[config.mk]
export PLATFORM = sky130hd
export DESIGN_NAME = fc_reset_sequencer
export DESIGN_NICKNAME = d
export VERILOG_FILES = /design/src/rtl/fc_reset_pkg.sv /design/src/rtl/fc_reset_sync2.sv /design/src/rtl/fc_reset_sequencer.sv
export SDC_FILE = /design/constraint.sdc
export NUM_CORES = 1
export LEC_CHECK = 0
export ABC_CLOCK_PERIOD_IN_PS = 900
export CAP_MARGIN = 10
export CORE_ASPECT_RATIO = 1.1
export CORE_MARGIN = 1
export CORE_UTILIZATION = 40
export DETAILED_ROUTE_END_ITERATION = 6
export PLACE_DENSITY_LB_ADDON = 0.15
export SLEW_MARGIN = 25
export SYNTH_ARGS = -nofsm -noshare
export SYNTH_HDL_FRONTEND = slang
export SYNTH_HIERARCHICAL = 1
export SYNTH_SLANG_ARGS = --single-unit
[constraint.sdc]
create_clock -name clk -period 0.9 [get_ports clk]
set_clock_uncertainty 0.05 [all_clocks]
set_input_delay 0.135 -clock clk [delete_from_list [all_inputs] [get_ports clk]]
set_output_delay 0.135 -clock clk [all_outputs]
set_load 0.05 [all_outputs]
[src/rtl/fc_reset_pkg.sv]
// ----------------------------------------------------------------------------
// fc_reset_pkg
// Shared definitions for the fast-control reset sequencer:
//   - seq_state_t : sequencer FSM states (HOLD, WAIT_LOCK, RELEASE, RUN)
//   - DEF_*       : default values for the sequencer parameters
//   - cnt_width() : width of the shared hold/gap counter
// ----------------------------------------------------------------------------
package fc_reset_pkg;

    typedef enum logic [1:0] {
        HOLD      = 2'd0,
        WAIT_LOCK = 2'd1,
        RELEASE   = 2'd2,
        RUN       = 2'd3
    } seq_state_t;

    localparam int DEF_N_DOM    = 4;
    localparam int DEF_HOLD_CYC = 16;
    localparam int DEF_GAP_CYC  = 8;

    // One counter serves both the hold phase and the inter-domain gap, so it
    // is sized for the longer of the two plus a spare bit so that it never
    // wraps inside a phase.
    function automatic int cnt_width(input int hold_cyc, input int gap_cyc);
        return $clog2((hold_cyc > gap_cyc) ? hold_cyc : gap_cyc) + 1;
    endfunction

endpackage

[src/rtl/fc_reset_sync2.sv]
// ----------------------------------------------------------------------------
// fc_reset_sync2
// Two-flop reset synchronizer: asserts asynchronously with resetb, releases
// on the second rising clk edge after resetb rises.
// Ports:
//   clk     in  : fast-control clock
//   resetb  in  : board reset, asynchronous, active-low
//   rst_s_n out : synchronized reset, active-low
// ----------------------------------------------------------------------------
module fc_reset_sync2 (
    input  logic clk,
    input  logic resetb,
    output logic rst_s_n
);

    logic sync_q1;
    logic sync_q2;

    always_ff @(posedge clk or negedge resetb) begin
        if (!resetb) begin
            sync_q1 <= 1'b0;
            sync_q2 <= 1'b0;
        end else begin
            sync_q1 <= 1'b1;
            sync_q2 <= sync_q1;
        end
    end

    assign rst_s_n = sync_q2;

endmodule

[src/rtl/fc_reset_sequencer.sv]
// ----------------------------------------------------------------------------
// fc_reset_sequencer
// Ordered reset sequencer for the fast-control clock domain. Holds all
// downstream domains in reset for HOLD_CYC cycles after the synchronized
// reset releases, waits for PLL lock, then releases the domain resets one by
// one, GAP_CYC cycles apart, in ascending order. A soft reset command, or
// loss of lock while releasing/running, restarts the sequence from HOLD.
//
// Build option: define FC_RSTSEQ_EVTCNT_EN to enable the saturating count of
// completed sequences on evt_cnt; otherwise evt_cnt is tied to 0.
//
// Ports:
//   clk          in  : 40 MHz fast-control clock
//   resetb       in  : board reset, asynchronous, active-low
//   pll_lock     in  : PLL lock level, synchronous to clk
//   cmd_soft_rst in  : one-cycle soft reset pulse from the fast-command decoder
//   rst_dom_b    out : per-domain resets, active-low, registered
//   seq_busy     out : high while any domain is held or pending release
//   seq_done     out : one-cycle pulse after the last domain releases
//   evt_cnt      out : number of completed sequences (0 when disabled)
//
// Handshake: there is none; cmd_soft_rst is a single-cycle strobe that is
// acted on in the cycle it is sampled, with no acknowledge.
// ----------------------------------------------------------------------------
module fc_reset_sequencer
    import fc_reset_pkg::*;
#(
    parameter int N_DOM    = DEF_N_DOM,
    parameter int HOLD_CYC = DEF_HOLD_CYC,
    parameter int GAP_CYC  = DEF_GAP_CYC
) (
    input  logic             clk,
    input  logic             resetb,
    input  logic             pll_lock,
    input  logic             cmd_soft_rst,
    output logic [N_DOM-1:0] rst_dom_b,
    output logic             seq_busy,
    output logic             seq_done,
    output logic [15:0]      evt_cnt
);

    localparam int CW = cnt_width(HOLD_CYC, GAP_CYC);
    localparam int IW = (N_DOM > 1) ? $clog2(N_DOM) : 1;

    logic rst_s_n;

    fc_reset_sync2 u_sync (
        .clk     (clk),
        .resetb  (resetb),
        .rst_s_n (rst_s_n)
    );

    seq_state_t       state,     state_n;
    logic [CW-1:0]    cnt,       cnt_n;
    logic [IW-1:0]    idx,       idx_n;
    logic [N_DOM-1:0] dom_q,     dom_n;
    logic             run_entry, run_entry_n;
    logic             busy_q,    busy_n;
    logic             done_q,    done_n;
    logic             restart;

    // Lock loss only matters once the release has started; during HOLD and
    // WAIT_LOCK everything is still held, so there is nothing to undo.
    assign restart = cmd_soft_rst |
                     (~pll_lock & ((state == RELEASE) | (state == RUN)));

    always_comb begin
        state_n     = state;
        cnt_n       = cnt;
        idx_n       = idx;
        dom_n       = dom_q;
        run_entry_n = 1'b0;

        if (restart) begin
            state_n = HOLD;
            cnt_n   = '0;
            idx_n   = '0;
            dom_n   = '0;
        end else begin
            case (state)
                HOLD: begin
                    if (cnt == CW'(HOLD_CYC - 1)) begin
                        state_n = WAIT_LOCK;
                        cnt_n   = '0;
                    end else begin
                        cnt_n = cnt + CW'(1);
                    end
                end
                WAIT_LOCK: begin
                    if (pll_lock) begin
                        state_n = RELEASE;
                        cnt_n   = '0;
                        idx_n   = '0;
                    end
                end
                RELEASE: begin
                    // The current domain is released on the first cycle of
                    // its gap window; the rest of the window is the spacing
                    // to the next domain.
                    if (cnt == '0) begin
                        dom_n[idx] = 1'b1;
                    end
                    if ((cnt == '0) && (idx == IW'(N_DOM - 1))) begin
                        state_n     = RUN;
                        run_entry_n = 1'b1;
                        cnt_n       = '0;
                    end else if (cnt == CW'(GAP_CYC - 1)) begin
                        cnt_n = '0;
                        idx_n = idx + IW'(1);
                    end else begin
                        cnt_n = cnt + CW'(1);
                    end
                end
                RUN: begin
                    state_n = RUN;
                end
                default: begin
                    state_n = HOLD;
                    cnt_n   = '0;
                    idx_n   = '0;
                    dom_n   = '0;
                end
            endcase
        end

        // Status lags the state by one edge so it follows the last release.
        busy_n = ~((state == RUN) & ~restart);
        done_n = run_entry & (state == RUN) & ~restart;
    end

    always_ff @(posedge clk or negedge rst_s_n) begin
        if (!rst_s_n) begin
            state     <= HOLD;
            cnt       <= '0;
            idx       <= '0;
            dom_q     <= '0;
            run_entry <= 1'b0;
            busy_q    <= 1'b1;
            done_q    <= 1'b0;
        end else begin
            state     <= state_n;
            cnt       <= cnt_n;
            idx       <= idx_n;
            dom_q     <= dom_n;
            run_entry <= run_entry_n;
            busy_q    <= busy_n;
            done_q    <= done_n;
        end
    end

    assign rst_dom_b = dom_q;
    assign seq_busy  = busy_q;
    assign seq_done  = done_q;

`ifdef FC_RSTSEQ_EVTCNT_EN
    // Counts alongside seq_done; only the synchronized board reset clears it.
    logic [15:0] evt_q;

    always_ff @(posedge clk or negedge rst_s_n) begin
        if (!rst_s_n) begin
            evt_q <= '0;
        end else if (done_n && (evt_q != 16'hFFFF)) begin
            evt_q <= evt_q + 16'd1;
        end
    end

    assign evt_cnt = evt_q;
`else
    assign evt_cnt = '0;
`endif

endmodule

; ---- Word level (Yosys, flattened, before mapping)
; Cells that the tools add are included.
[word_totals]
out_inout_bits = 22
register_bits = 18
word_cells = 70
[op_classes]
n_bitwise = 10
mux = 24
n_lt_le_gt_ge = 2
reduce_logical = 12
add_sub_neg = 2
eq_ne = 11
[ops]
columns = op, n
row1 = two-way mux 5 bit, 5
row2 = two-way mux 2 bit, 8
row3 = case mux 5 bit (3 select lines), 1
row4 = two-way mux 4 bit, 3
row5 = != test 3 bit (second input constant), 3
row6 = case mux 2 bit (4 select lines), 1
row7 = equality test 2 bit (second input constant), 3
row8 = != test 3 x 2 -> 1 bit (second input constant), 2
row9 = adder 5 x 1 -> 5 bit (second input constant), 1
row10 = equality test 5 x 3 -> 1 bit (second input constant), 1
row11 = equality test 5 x 4 -> 1 bit (second input constant), 1
row12 = zero test 5 bit, 1
row13 = AND 1 bit, 4
row14 = two-way mux 1 bit, 4
row15 = bitwise OR 4 bit, 1
row16 = case mux 2 bit (2 select lines), 1
row17 = AND reduction 2 bit, 2
row18 = AND reduction 4 bit, 1
row19 = nonzero test 2 bit, 2
row20 = nonzero test 4 bit, 1
row21 = < comparator 2 x 3 -> 1 bit (second input constant), 1
row22 = NOT 1 bit, 3
row23 = AND reduction 3 bit, 1
row24 = nonzero test 3 bit, 1
row25 = 7 further kinds, 9

; ---- Logic depth before layout (Yosys ltp)
[logic_depth]
ltp_word = 8
ltp_mapped = 7
mapped_depth_nobuf = 7

; ---- Cells and area by module
; The synthesis kept the hierarchy.
[by_module_without_submodules]
columns = mod, area_each_um2, cells_each, instances, seq_area_each_um2
row1 = fc_reset_sequencer, 1211.2, 131, 1, 401.6
row2 = fc_reset_sync2, 53.8, 3, 1, 50.0

; ---- Worst setup path after synthesis
; No wires, ideal clock.
[synth_path]
kind = reg-to-reg
from = register state[1]
to = register cnt[3]
period_less_slack_ns = 1.831
t_arrival_ns = 1.645
stages_incl_launch_ff = 8
path_slack_ns = -0.931
path_cell_list = dfrtp_1 -> inv_1 -> ha_1 -> mux2_4 -> or4_1 -> buf_2 -> o2111ai_2 -> o311ai_1
[synth_via]
elab_chain_len = 6
[synth_lines]
columns = item, line
row1 = "start, declared", fc_reset_sequencer.sv:53  ; seq_state_t state, state_n;
row2 = "start signal, assigned", fc_reset_sequencer.sv:141  ; state <= state_n;
row3 = "equality test 2 bit, on equally long branches", "fc_reset_sequencer.sv:65, fc_reset_sequencer.sv:80"
row4 = bitwise OR 1 bit, fc_reset_sequencer.sv:65  ; (~pll_lock & ((state == RELEASE) | (state == RUN)));
row5 = AND 1 bit, fc_reset_sequencer.sv:65
row6 = bitwise OR 1 bit, fc_reset_sequencer.sv:64  ; assign restart = cmd_soft_rst |
row7 = != test 3 bit (no line) or nonzero test 4 bit (tied branches), -
row8 = AND reduction 2 bit (no line), -
row9 = "end signal, assigned", fc_reset_sequencer.sv:142  ; cnt <= cnt_n;
row10 = "end, declared", fc_reset_sequencer.sv:54  ; logic [CW-1:0] cnt, cnt_n;
; Several ways; a longest one is shown, not always the timed one.
; A chain may end at the register's enable or synchronous reset.

; ---- Worst setup path in the final report
; Same ends and word-level chain as after synthesis.

==> impl_metrics.env <==
export IMPL_status="finished, violations left"
export IMPL_violations="negative setup slack"
export IMPL_dieArea_um2=3390
export IMPL_initial_core_util_pct=41.9
export IMPL_yosysSeqAreaShare_pct=35.7
export IMPL_critPathMaxFanout=6
export IMPL_finalWorstPathRequiredPeriod_ns=1.78
export IMPL_rsz0062_at_grt="yes"
export IMPL_reg2reg_from="state[1]"
export IMPL_die_w_um=55.6
export IMPL_postPlaceCellArea_um2=1650
export IMPL_p_leak_nw=0.902
export IMPL_netlist_area_um2=1260
export IMPL_root_buffer="clkbuf_4"
export IMPL_cp_slowest_stage_delay_ns=0.47
export IMPL_vias=1086
export IMPL_cts_tree="yes"
export IMPL_clock_latency_ns=0.30
export IMPL_yosysWarnings=6
export IMPL_seqPwrFrac_pct=22.0
export IMPL_drive_gt1_share_pct=51.9
export IMPL_io_pins=26
export IMPL_hold_violations=0
export IMPL_numPortBuffers=9
export IMPL_mostFrequentLayoutCell="buf_4"
export IMPL_firstDrtPassIters=4
export IMPL_drt_iter0_drc=19
export IMPL_syn_instance_count=134
export IMPL_hold_class="reg -> async"
export IMPL_post_route_period_util_pct=198
export IMPL_core_area_um2=3020
export IMPL_drtAntennaViolNets=0
export IMPL_internal_power_w=0.00297
export IMPL_final_area_um2=2010
export IMPL_synthDistinctLibCells=43
export IMPL_start_kind="flop"
export IMPL_n_antenna_cell=0
export IMPL_tns_ns=-12.92
export IMPL_grt_pass1_wl_um=4390
export IMPL_ys_flop_type="dfrtp_1"
export IMPL_routedWlPerCell_um=13.1
export IMPL_path_cells="inv_2 -> ha_4 -> mux2_4 -> or4_4 -> o2111ai_2 -> o311ai_1"
export IMPL_peakVddDrop_uv=2030
export IMPL_wl_um=2920
export IMPL_antenna_found_initial=0
export IMPL_grt_max_degree=17
export IMPL_num_rows=21
export IMPL_drc=0
export IMPL_place_gp_congestion=0.797
export IMPL_maxSlewViolCount=0
export IMPL_setup_slack_ns=-0.881
export IMPL_p_clk_share_pct=10.3
export IMPL_fmaxAchievable_ghz=0.561
export IMPL_p_switching_w=0.00207
export IMPL_worst_setup_path_type="reg -> reg"
export IMPL_avgSynthCellArea_um2=9.44
export IMPL_finalSetupViolations=22
export IMPL_finalNetCount=206
export IMPL_dp_hpwl_um=2040
export IMPL_slowest_stage="or4_4"
export IMPL_end_kind="flop"
export IMPL_powerDensity_nw_per_um2=2510
export IMPL_cts_buffers=3
export IMPL_grt_use_total_pct=16.6
export IMPL_async_flop_share_pct=100
export IMPL_grt_pass1_vias=1011
export IMPL_drv_cap=0
export IMPL_overflow=0
export IMPL_clkSinkCount=18
export IMPL_clk_path_buf_depth=2
export IMPL_clk_pin_slew_ns=0.11
export IMPL_h_tree_depth=1
export IMPL_synth_edf_count=0
export IMPL_required_ns=1.03
export IMPL_cp_arrival_ns=1.91
export IMPL_final_cell_mix="buf_4, conb_1, dfrtp_1"
export IMPL_area_growth_pct=59.0
export IMPL_combinationalPowerShare_pct=67.8
export IMPL_synth_seq_cells=18
export IMPL_p_sw_share_pct=41.1
export IMPL_crit_path_start="state[1]"
export IMPL_via_per_inst=4.87
export IMPL_fp_dieH_um=61.0
==> cell usage after synthesis (all sizes together), types with 4 or more instances <==
master | instances | share of area, %
a21oi | 6 | 2.4
buf | 18 | 11
dfrtp | 17 | 34
ha | 12 | 12
inv | 13 | 3.9
nand2 | 7 | 2.1
nand3 | 5 | 2.0
nor2 | 10 | 3.0
nor2b | 4 | 2.0
o21ai | 6 | 2.4
==> worst max-delay path, delay by kind of cell, from the launching register on <==
family                     cells  cell delay, ns
buffers and inverters          1            0.07
adders and majority gates      1            0.16
DFF                            1            0.44
muxes                          1            0.28
AOI/OAI and AO/OA              2            0.20
and+or+nand+nor                1            0.47
==> cells by family (layout without fill, tap and decap cells) <==
group,Yosys count,after routing,synth area share [%]
compound gates,27,27,15.6
other cells,2,17,0.594
flops,18,18,35.7
mux,2,2,1.98
fa+ha+maj,12,12,11.9
simple gates,40,40,19.0
buf+inv,33,73,15.2
==> routing by layer <==
metal | GRT usage, % | vias up | routed length (um)
li1 | - | 539 | -
met1 | 19.3 | 536 | 1170
met2 | 32.7 | 9 | 1690
met3 | 1.92 | 2 | 40
met4 | 4.29 | 0 | 19
met5 | 0 | - | 0
==> what timing repair did <==
item,in CTS,in global routing
setup buffers,8,7
endpoints found under the setup margin,22,22
endpoints found under the hold margin,2,0
pin swaps,10,9
hold buffers,1,0
gates resized for setup,27,23
==> per-stage QoR <==
step / setup WS [ns] / total power, W / std cells / hold WS (ns) / utilization, %
final: -0.881 / 0.00504 / 223 / 0.146 / 66.5
after global routing: -0.919 / 0.00536 / 223 / 0.164 / 66.5
after CTS: -0.867 / 0.00451 / 217 / 0.148 / 61.6
after detailed placement: -0.935 / 0.00353 / 204 / 0.145 / 54.6
after global placement: -0.910 / 0.00346 / 204 / 0.142 / 54.6
after floorplan: -0.879 / 0.00275 / 149 / -0.211 / -
==> final timing paths <==
check	slack (ns)	to	cells after the start
max reg2reg	-0.88	cnt[3]	6
min in group clk	0.32	u_sync/rst_s_n	0
max in group asynchronous	0.20	u_sync/rst_s_n	2
max	-0.88	cnt[3]	6
min	0.15	rst_dom_b[1]	1
min reg2reg	0.15	rst_dom_b[1]	1
==> power groups by stage <==
stage          clock [W]  sequential [W]  combinational [W]
2_1_floorplan          0         0.00113            0.00163
3_3_place_gp           0         0.00108            0.00238
3_5_place_dp           0         0.00109            0.00244
4_1_cts         0.000527         0.00108            0.00291
5_1_grt         0.000556         0.00113            0.00368
6_report        0.000517         0.00111            0.00341
==> state kept, by name, indices dropped and copies added (netlist names) <==
name / count
rst_dom_b: 4
idx: 2
state: 2
u_sync/rst_s_n: 1
seq_done: 1
cnt: 5
run_entry: 1
seq_busy: 1
u_sync/sync_q1: 1
==> cell type report <==
class / count / area [um^2]
clock buffers: 4 / 36.3
well taps: 34 / 42.5
flip-flops and latches: 18 / 454
repair buffers: 56 / 544
fillers: 244 / 1010
multi-input cells: 98 / 882
inverters: 13 / 51.3
No activity file was read; power rests on OpenSTA's default activity.
